$ cat config.mk
export PLATFORM = sky130hd
export DESIGN_NAME = regfile_writeback
export DESIGN_NICKNAME = d
export VERILOG_FILES = /design/src/rtl/regfile_writeback.sv
export SDC_FILE = /design/constraint.sdc
export NUM_CORES = 1
export LEC_CHECK = 0
export CAP_MARGIN = 20
export CORE_MARGIN = 10
export CORE_UTILIZATION = 45
export CTS_CLUSTER_DIAMETER = 120
export DETAILED_ROUTE_END_ITERATION = 16
export PLACE_DENSITY = 0.82
export SYNTH_ARGS = -nofsm -noshare
export SYNTH_HDL_FRONTEND = slang
export SYNTH_SLANG_ARGS = --single-unit
$ cat constraint.sdc
create_clock -name clk -period 6.6 [get_ports clk]
set_clock_uncertainty 0.05 [all_clocks]
set_input_delay 1.32 -clock clk [delete_from_list [all_inputs] [get_ports clk]]
set_output_delay 1.32 -clock clk [all_outputs]
set_load 0.05 [all_outputs]
$ cat src/rtl/regfile_writeback.sv
// Register file write-port producer: merges the in-order pipeline writeback with buffered
// long-latency results, tracks outstanding destinations, and stalls the pipe on starvation.
// Optional macro WB_BYPASS_EN: long-latency result skips an empty FIFO and writes the same cycle.
module regfile_writeback #(
   parameter int unsigned DEPTH        = 2,
   parameter int unsigned STARVE_LIMIT = 8
) (
   input  logic        clk,
   input  logic        rst,
   input  logic        pipe_valid_i,
   input  logic [4:0]  pipe_dest_i,
   input  logic [31:0] pipe_data_i,
   input  logic        lng_valid_i,
   output logic        lng_ready_o,
   input  logic [4:0]  lng_dest_i,
   input  logic [31:0] lng_data_i,
   input  logic        issue_valid_i,
   input  logic [4:0]  issue_dest_i,
   output logic [31:0] busy_o,
   output logic        pipe_hold_o,
   output logic        rf_load_o,
   output logic [4:0]  rf_dest_o,
   output logic [31:0] rf_in_o
);

   localparam int unsigned PTR_W = (DEPTH > 1) ? $clog2(DEPTH) : 1;
   localparam int unsigned CNT_W = PTR_W + 1;
   localparam int unsigned STV_W = $clog2(STARVE_LIMIT + 1);

   logic [4:0]       dest_q [DEPTH];
   logic [31:0]      data_q [DEPTH];
   logic [PTR_W-1:0] rd_ptr_q, rd_ptr_d;
   logic [PTR_W-1:0] wr_ptr_q, wr_ptr_d;
   logic [CNT_W-1:0] count_q, count_d;
   logic [31:0]      busy_q, busy_d;
   logic [STV_W-1:0] starve_q, starve_d;
   logic             hold_q, hold_d;

   logic             empty;
   logic             ready;
   logic             pop;
   logic             push;
   logic             bypass;
   logic [4:0]       head_dest;
   logic [31:0]      head_data;
   logic [31:0]      clr_mask;
   logic [31:0]      set_mask;
   logic             sel_load;
   logic [4:0]       sel_dest;
   logic [31:0]      sel_data;

   // FIFO status comes from registered state only, so lng_ready never depends on lng_valid.
   always_comb begin
      empty     = (count_q == '0);
      ready     = (count_q < CNT_W'(DEPTH));
      head_dest = dest_q[rd_ptr_q];
      head_data = data_q[rd_ptr_q];
      bypass    = 1'b0;
`ifdef WB_BYPASS_EN
      bypass    = !rst && empty && !pipe_valid_i && lng_valid_i;
`endif
      pop       = !rst && !pipe_valid_i && !empty;
      push      = !rst && lng_valid_i && ready && (lng_dest_i != 5'd0) && !bypass;
   end

   always_comb begin
      sel_load = 1'b0;
      sel_dest = 5'd0;
      sel_data = 32'd0;
      if (pipe_valid_i) begin
         sel_load = (pipe_dest_i != 5'd0);
         sel_dest = pipe_dest_i;
         sel_data = pipe_data_i;
      end else if (!empty) begin
         sel_load = (head_dest != 5'd0);
         sel_dest = head_dest;
         sel_data = head_data;
      end else if (bypass) begin
         sel_load = (lng_dest_i != 5'd0);
         sel_dest = lng_dest_i;
         sel_data = lng_data_i;
      end
   end

   assign rf_load_o   = sel_load && !rst;
   assign rf_dest_o   = sel_dest;
   assign rf_in_o     = sel_data;
   assign lng_ready_o = ready;
   assign busy_o      = busy_q;
   assign pipe_hold_o = hold_q;

   always_comb begin
      rd_ptr_d = rd_ptr_q;
      wr_ptr_d = wr_ptr_q;
      count_d  = count_q;
      if (pop) begin
         rd_ptr_d = rd_ptr_q + PTR_W'(1);
      end
      if (push) begin
         wr_ptr_d = wr_ptr_q + PTR_W'(1);
      end
      case ({push, pop})
         2'b10:   count_d = count_q + CNT_W'(1);
         2'b01:   count_d = count_q - CNT_W'(1);
         default: count_d = count_q;
      endcase
   end

   // A new issue to the same register outranks the retiring write, so set is applied last.
   always_comb begin
      clr_mask = 32'd0;
      set_mask = 32'd0;
      if (pop) begin
         clr_mask = clr_mask | (32'd1 << head_dest);
      end
      if (bypass) begin
         clr_mask = clr_mask | (32'd1 << lng_dest_i);
      end
      if (issue_valid_i && (issue_dest_i != 5'd0)) begin
         set_mask = 32'd1 << issue_dest_i;
      end
      busy_d    = (busy_q & ~clr_mask) | set_mask;
      busy_d[0] = 1'b0;
   end

   always_comb begin
      starve_d = '0;
      if (!empty && !pop) begin
         starve_d = (starve_q >= STV_W'(STARVE_LIMIT)) ? starve_q : starve_q + STV_W'(1);
      end
      hold_d = hold_q;
      if (pop) begin
         hold_d = 1'b0;
      end else if (starve_q >= STV_W'(STARVE_LIMIT)) begin
         hold_d = 1'b1;
      end
   end

   always_ff @(posedge clk) begin
      if (rst) begin
         rd_ptr_q <= '0;
         wr_ptr_q <= '0;
         count_q  <= '0;
         busy_q   <= 32'd0;
         starve_q <= '0;
         hold_q   <= 1'b0;
      end else begin
         rd_ptr_q <= rd_ptr_d;
         wr_ptr_q <= wr_ptr_d;
         count_q  <= count_d;
         busy_q   <= busy_d;
         starve_q <= starve_d;
         hold_q   <= hold_d;
      end
   end

   // Entry storage needs no reset; occupancy is tracked by count_q.
   always_ff @(posedge clk) begin
      if (push) begin
         dest_q[wr_ptr_q] <= lng_dest_i;
         data_q[wr_ptr_q] <= lng_data_i;
      end
   end

`ifndef SYNTHESIS
   hold_respected: assert property (@(posedge clk) disable iff (rst) !(hold_q && pipe_valid_i));
`endif

endmodule

---- Yosys cells after proc, flatten, opt, wreduce, memory -nomap -nowiden ----
Memories as Yosys holds them, arrays and structs flattened. A register that Yosys moved wholly into a read port is not among the register bits.
Index checks and enable logic that the tools add are counted.
storage, ports and cells
  bits in registers ....................... 41
  bits in latches ......................... 0
  bits in writable memories ............... 74
  memory bits (read-only) ................. 0
  bits of input ports ..................... 84
  output and inout bits ................... 72
  logic and storage cells ................. 59
  memories kept ........................... 2
memory list
  name    words  bits a word  read ports  clocked after Yosys merged registers in  write ports  RTL line  source
  data_q  2      32           1           1                                        1            31        logic [31:0] data_q [DEPTH];
  dest_q  2      5            1           1                                        1            30        logic [4:0] dest_q [DEPTH];
operators by class
  add/subtract/negate cells ............... 5
  multiply operators ...................... 0
  div/mod/pow operators ................... 0
  magnitude comparators ................... 2
  eq/ne operators ......................... 2
  shift operators ......................... 2
  mux-type cells .......................... 15
  bitwise gates (word level) .............. 4
  reductions and logical operators ........ 20
operators by type and width
  cell                    number
  $mux W32                4
  $shl A1 B5 Y32 const A  2
  $and A32 B32 Y32        1
  $not A32 Y32            1
  $or A32 B32 Y32         1
  $reduce_bool A5 Y1      4
  $mux W5                 2
  $logic_and A1 B1 Y1     8
  $mux W1                 8
  $add A4 B1 Y4 const B   1
  $ge A4 B4 Y1 const B    1
  $logic_not A1 Y1        4
  $pmux W2 S2             1
  $reduce_or A2 Y1        2
  $add A1 B1 Y1 const B   2
  $add A2 B1 Y2 const B   1
  $eq A2 B1 Y1 const B    1
  $eq A2 B2 Y1 const B    1
  $logic_not A2 Y1        1
  $lt A2 B2 Y1 const B    1
  $reduce_bool A2 Y1      1
  $sub A2 B1 Y2 const B   1
  $not A1 Y1              1

---- Logic depth before layout (Yosys ltp) ----
  depth in word-level cells ............... 7
  mapped depth ............................ 8
  depth with buffers taken out ............ 6

---- Worst setup path after synthesis ----
OpenSTA, ideal clock, no wires.
  kind .................................... input -> output
  start ................................... input port pipe_valid_i
  end ..................................... output port rf_in_o[10]
  data arrival time ....................... 2.969 ns
  data required time ...................... 5.230 ns
  path slack .............................. 2.261 ns
  cell stages on the path ................. 4
  path buffers ............................ 2
  path through ............................ clkbuf_1 o21bai_2 clkbuf_1 o21ai_0
on the way
  word-level cells in the longest chain between the ends .. 1
RTL lines
  item                RTL line  source
  start: declaration  10        input logic pipe_valid_i,
  $mux W32            70        if (pipe_valid_i) begin
  end: declaration    23        output logic [31:0] rf_in_o
Every way passes these cells.

---- Worst setup path after layout ----
  start ................................... input port pipe_valid_i
  end ..................................... output port rf_dest_o[3]
on the way
  word-level cells in the longest chain between the ends .. 1
RTL lines
  item              RTL line  source
  $mux W5           70
  end: declaration  22        output logic [4:0] rf_dest_o,
Every way passes these cells.

==> key figures <==
Timing
  • Crit share post-route: 76.7%
  • Endpoints failing hold: 0
  • Fmax: 198 MHz
  • RSZ-0062 raised after global routing: no
  • Post-route minimum period: 5.06 ns
  • Max-slew violations: 0
  • Slew margin rel.: 52.8%
  • Setup TNS Final: 0 ns
  • Setup violations, final: 0
  • Worst-margin pin slew: 0.708 ns

Critical path
  • Largest stage delay on the critical path: 0.77 ns
  • CP Data Arrival Time: 3.69 ns
  • CP Max Fanout: 43
  • Crit-path cells: clkdlybuf4s50_1 > buf_4 > o21bai_2 > buf_4 > o21ai_0 > clkdlybuf4s50_1
  • Worst path slowest cell: clkdlybuf4s50_1
  • Register-to-Register Path Depth: 5
  • Crit Path Category: input port to output port
  • Setup crit start kind: input port
  • Required @ worst endpoint: 5.23 ns
  • Critical path capture point type: output port

Clocking
  • CTS buffer count: 17
  • Clock sinks: 115
  • Clock Pin Slew Worst Setup and Hold Paths: 0.05 ns
  • Setup Fix Bufs, Post-CTS: 0
  • Htree depth: 4
  • Hold Buf Count CTS: 0
  • CTS resizes: 0
  • Root Driver: clkbuf_8
  • Skew-Pair Late Insertion Delay: 0.51 ns
  • CTS tree: done
  • Worst-case clock buffer depth: 2

Layout
  • Final nets: 677
  • Diode count: 0
  • Post-Layout Cell Count: 742
  • P&R area growth vs syn: 46.6%
  • Fillers: 794
  • Commonest non-fill, non-tap cell in the layout: clkdlybuf4s50_1
  • Most frequent cells in the layout: clkdlybuf4s50_1 (154), edfxtp_1 (74), o21ai_0 (58)
  • Fin util: 67.1%
  • Share of cells above drive strength 1: 7.14%

Synth
  • Leading register cell type out of synthesis: edfxtp_1
  • Ys async rst share: 0%
  • Register area share after synthesis: 61.6%
  • Syn Area/Cell: 11.4 µm²
  • Cells after synthesis: 434
  • Cell Area, Synth: 0.00494 mm²
  • Yosys reg bits: 115
  • EDFF count, synth: 74
  • Syn Nets: 521
  • Distinct cells, synth: 40
  • Warnings, synthesis: 0

Global route
  • GRT Util Overall: 17.3%
  • GRT Residual Overflow: 0
  • Largest net degree at the start of global routing: 49
  • Initial antenna violation count: 0
  • First-pass GRT wire length: 21800 µm
  • Vias in the first global route: 4165

Place
  • Cells after DPL: 709
  • Hpwl dp: 9970 µm
  • IO buf count: 154
  • Gp weighted congestion: 0.894

Routing
  • DR WL/cell: 18.7 µm
  • DRC: 0
  • Drt pass-1 iters: 5
  • Post-DR vias/cell: 5.38
  • Routed via count: 3993
  • Total wire length: 13800 µm
  • Initial DRC count: 371
  • Detail Route Antenna Nets: 0

Worst hold path
  • Hold Path Depth: 2
  • HP Class: flip-flop to flip-flop

Power
  • PD cells: 293 mW/mm²
  • Lkg Pwr: 2.45 nW
  • Peak VDD IR: 0.166 mV

Flow run
  • Reported max-cap violation count: 0

Status
  • Outcome: finished, final reports clean

Floorplanning
  • Die width: 125 µm
  • # rows: 38
  • Die ar.: 0.0156 mm²
  • Core ar.: 0.0108 mm²
  • Chip Height: 125 µm
  • Starting density of the core: 45.8%
  • Ports: 156
[synth_stat cells, drive strengths merged (4+ instances only)]
cell | number | share of area (%)
o21ai | 92 | 9.3
edfxtp | 74 | 45
nand2 | 45 | 3.4
dfxtp | 41 | 17
mux2i | 38 | 7.7
nor2b | 30 | 3.8
nor2 | 18 | 1.4
clkbuf | 14 | 1.1
nand3 | 12 | 1.2
buf | 9 | 1.1
a21oi | 7 | 0.71
inv | 5 | 0.38
nand3b | 5 | 0.76
or3b | 5 | 0.89
a211o | 4 | 0.71
[through the flow]
stage / total power [W] / hold WS [ns] / cell area [µm²] / setup slack, ns
global placement: 0.00118 / 0.419 / 6600 / 1.60
detailed placement: 0.00119 / 0.431 / 6600 / 1.54
floorplan: 0.00104 / 0.422 / 4940 / 2.26
finish: 0.00212 / 0.441 / 7250 / 1.54
global route: 0.00219 / 0.469 / 7250 / 1.42
CTS: 0.00213 / 0.439 / 7210 / 1.51
[layout make-up]
type                    count  area [µm²]  area share (%)
flip-flops and latches    115        3040            42.0
multi-input cells         291        1790            24.7
repair buffers            160        1610            22.2
clock buffers              19         422            5.82
clock inverters            12         188            2.59
well taps                 140         175            2.42
inverters                   5        18.8           0.259
[registers in the layout (all words and copies together) (netlist names), named ones only]
register,flops
busy_o,31
count_q,2
data_q,64
dest_q,10
pipe_hold_o,1
rd_ptr_q,1
starve_q,4
wr_ptr_q,1
[cell families (layout without fill, tap and decap cells)]
family / count (synthesis) / in the layout / synth area share [%]
AOI/OAI and AO/OA: 110 / 110 / 12.1
xor gates and xnor gates: 6 / 6 / 1.06
adders and majority gates: 3 / 3 / 0.760
buffers and inverters: 28 / 196 / 2.56
DFF: 115 / 115 / 61.6
muxes: 41 / 41 / 8.38
other: 1 / 1 / 0.0759
and+or+nand+nor: 130 / 130 / 13.5
[final timing paths]
check	from	end	slack [ns]
max	pipe_valid_i	rf_dest_o[3]	1.54
max reg2reg	flip-flop	busy_o[28]	4.44
min reg2reg	pipe_hold_o	pipe_hold_o	0.44
min	pipe_hold_o	pipe_hold_o	0.44
[report_power, final]
part	internal [W]	switching [W]	total [W]
registers	0.000796	0.0000115	0.000807
logic	0.000141	0.000227	0.000367
clock network	0.000643	0.000305	0.000949
total	0.00158	0.000543	0.00212
[layer usage]
layer	part of all wire (%)	GRT usage [%]	routed length, µm
met1	40	19.6	5570
met2	47	27.4	6530
met3	11	8.81	1570
met4	1.2	5.89	172
met5	0	0	0
[worst max-delay path: cells and delay by family]
kind / cells / cell delay, ns
AOI/OAI and AO/OA: 2 / 0.37
buffers and inverters: 4 / 1.98
Note: power is estimated with default switching activity, not from simulation.
==> edit (config.mk and constraints unchanged) <==
Make the reset (`rst`) asynchronous in one clocked block.
--- a/src/rtl/regfile_writeback.sv
+++ b/src/rtl/regfile_writeback.sv
@@ -136,7 +136,7 @@
       end
    end
 
-   always_ff @(posedge clk) begin
+   always_ff @(posedge clk or posedge rst) begin
       if (rst) begin
          rd_ptr_q <= '0;
          wr_ptr_q <= '0;
Formal check against the unedited RTL: differs if rst is asserted again (counterexample within 4 cycles, from zero or initial values and one cycle with rst high); with rst held inactive, the same outputs for 10 cycles.
==> edit against the unedited design <==
Synthesized area increased by 7.5%. Critical path type unchanged. Sequential cell count shrank 1. Sequential share of layout area rose by 0.62 points. Final area up 4.4%. Setup slack got worse by 0.50 ns. Routed wire length grew 12%.
Power is not compared: it rests on default switching activity, and its combinational part moved more than twofold at a synthesized area within 25%.
==> edit: results (changes against the unedited design) <==
<table>
<tr><th>Metric</th><th>Value</th></tr>
<tr><th colspan="2">Placed design</th></tr>
<tr><td>Final weighted congestion in routability-driven placement</td><td>0.827 (was 0.894)</td></tr>
<tr><td>Worst slack at placement</td><td>1.06 ns (was 1.54 ns)</td></tr>
<tr><td>HPWL reported at the end of detailed placement</td><td>11300 um (was 9970 um)</td></tr>
<tr><th colspan="2">STA</th></tr>
<tr><td>Transition time at the pin with the least slew margin</td><td>0.792 ns (was 0.708 ns)</td></tr>
<tr><th colspan="2">Final layout</th></tr>
<tr><td>Portion of the layout cell area used by non-clock buffers</td><td>0.213 (was 0.222)</td></tr>
<tr><td># fillers</td><td>809 (was 794)</td></tr>
<tr><td>Non-clk invs</td><td>36 (was 5)</td></tr>
<tr><td>Area used by multi-input combinational logic</td><td>1850 um^2 (was 1790 um^2)</td></tr>
<tr><td>Number of clock buffers in the layout</td><td>17 (was 19)</td></tr>
<tr><td>Signed area change from the synthesized netlist to the final layout</td><td>42.3% (was 46.6%)</td></tr>
<tr><td>FFs &amp; Latches</td><td>114 (was 115)</td></tr>
<tr><td>ClkCell Share</td><td>0.0743 (was 0.0841)</td></tr>
<tr><th colspan="2">Logic synthesis</th></tr>
<tr><td>Synthesized netlist net count</td><td>506 (was 521)</td></tr>
<tr><td>Netlist cell types</td><td>44 (was 40)</td></tr>
<tr><th colspan="2">Route</th></tr>
<tr><td>Total via count after detailed routing</td><td>4150 (was 3993)</td></tr>
<tr><td>Via density</td><td>5.68 (was 5.38)</td></tr>
<tr><th colspan="2">GRT</th></tr>
<tr><td>First-pass GRT wire length</td><td>23800 um (was 21800 um)</td></tr>
<tr><td>Pin count of the biggest net entering global routing</td><td>41 (was 49)</td></tr>
<tr><td>Number of global-route vias before repair</td><td>4445 (was 4165)</td></tr>
<tr><td>Combined global-route utilization of all metal layers</td><td>0.184 (was 0.173)</td></tr>
<tr><th colspan="2">Critical path</th></tr>
<tr><td>Timing endpoint of the critical path</td><td>rf_load_o (was rf_dest_o[3])</td></tr>
<tr><td>Peak fanout along the critical path</td><td>22 (was 43)</td></tr>
<tr><td>Worst flop-to-flop path endpoint</td><td>busy_o[1] (was busy_o[28])</td></tr>
<tr><td>Data arrival time of the critical path</td><td>4.19 ns (was 3.69 ns)</td></tr>
<tr><td>Cell depth of the worst flop-to-flop path</td><td>3 (was 5)</td></tr>
<tr><td>Setup slack of the most critical reg-to-reg path</td><td>4.39 ns (was 4.44 ns)</td></tr>
<tr><th colspan="2">Outcome</th></tr>
<tr><td>Result of the run</td><td>finished clean (unchanged)</td></tr>
<tr><th colspan="2">Clocking</th></tr>
<tr><td>Skew-Pair Late Insertion Delay</td><td>0.41 ns (was 0.51 ns)</td></tr>
<tr><td>Library cell used as clock root buffer</td><td>clkbuf_16 (was clkbuf_8)</td></tr>
</table>
==> edit: cell count changes in the layout (fill, tap and decap cells not counted), sizes merged, moves of 4 or more <==
| cell | unedited run | this run |
|---|---|---|
| inv | 5 | 38 |
| dfxtp | 41 | 0 |
| a2111oi | 1 | 9 |
| a211o | 4 | 0 |
| nor2 | 18 | 12 |
| nand2 | 45 | 38 |
| a32oi | 0 | 31 |
| nor2b | 30 | 3 |
| bufinv | 5 | 1 |
| nand3 | 12 | 2 |
| dfrtp | 0 | 40 |
| a21oi | 7 | 0 |
| o21ai | 92 | 69 |
==> edit: kinds of logic (layout without fill, tap and decap cells) <==
group | count (synthesis) | count (layout) | synth area share
fa+ha+maj | 3 | 3 | 0.00706
compound gates | 112 | 112 | 0.162
xor+xnor | 7 | 7 | 0.0115
flops | 114 | 114 | 0.607
other cells | 1 | 1 | 0.000706
buf+inv | 59 | 228 | 0.0478
mux | 39 | 39 | 0.0761
simple gates | 84 | 84 | 0.0881
==> edit: critical path: stages <==
cell and delay [ns]:
clkdlybuf4s50_1 0.82, or4b_2 0.39, nor3_1 0.03, a2111oi_0 0.67, clkdlybuf4s50_1 0.94
==> edit: worst min-delay path by stage <==
stage	cells after the start	startpoint	slack [ns]	to
floorplan	1	wr_ptr_q	0.42	wr_ptr_q
global placement	2	pipe_hold_o	0.44	pipe_hold_o
detailed placement	2	pipe_hold_o	0.45	pipe_hold_o
CTS	2	pipe_hold_o	0.46	pipe_hold_o
global route	2	pipe_hold_o	0.48	pipe_hold_o
finish	2	pipe_hold_o	0.45	pipe_hold_o
==> edit: layer usage <==
layer  vias to the layer above  global-route usage  wire length, um
met4                         0              0.0851              482
met3                        34              0.0862             1600
met2                       234               0.300             7630
met1                      1992               0.199             5800
li1                       1890                   -                -
met5                         -                   0                0
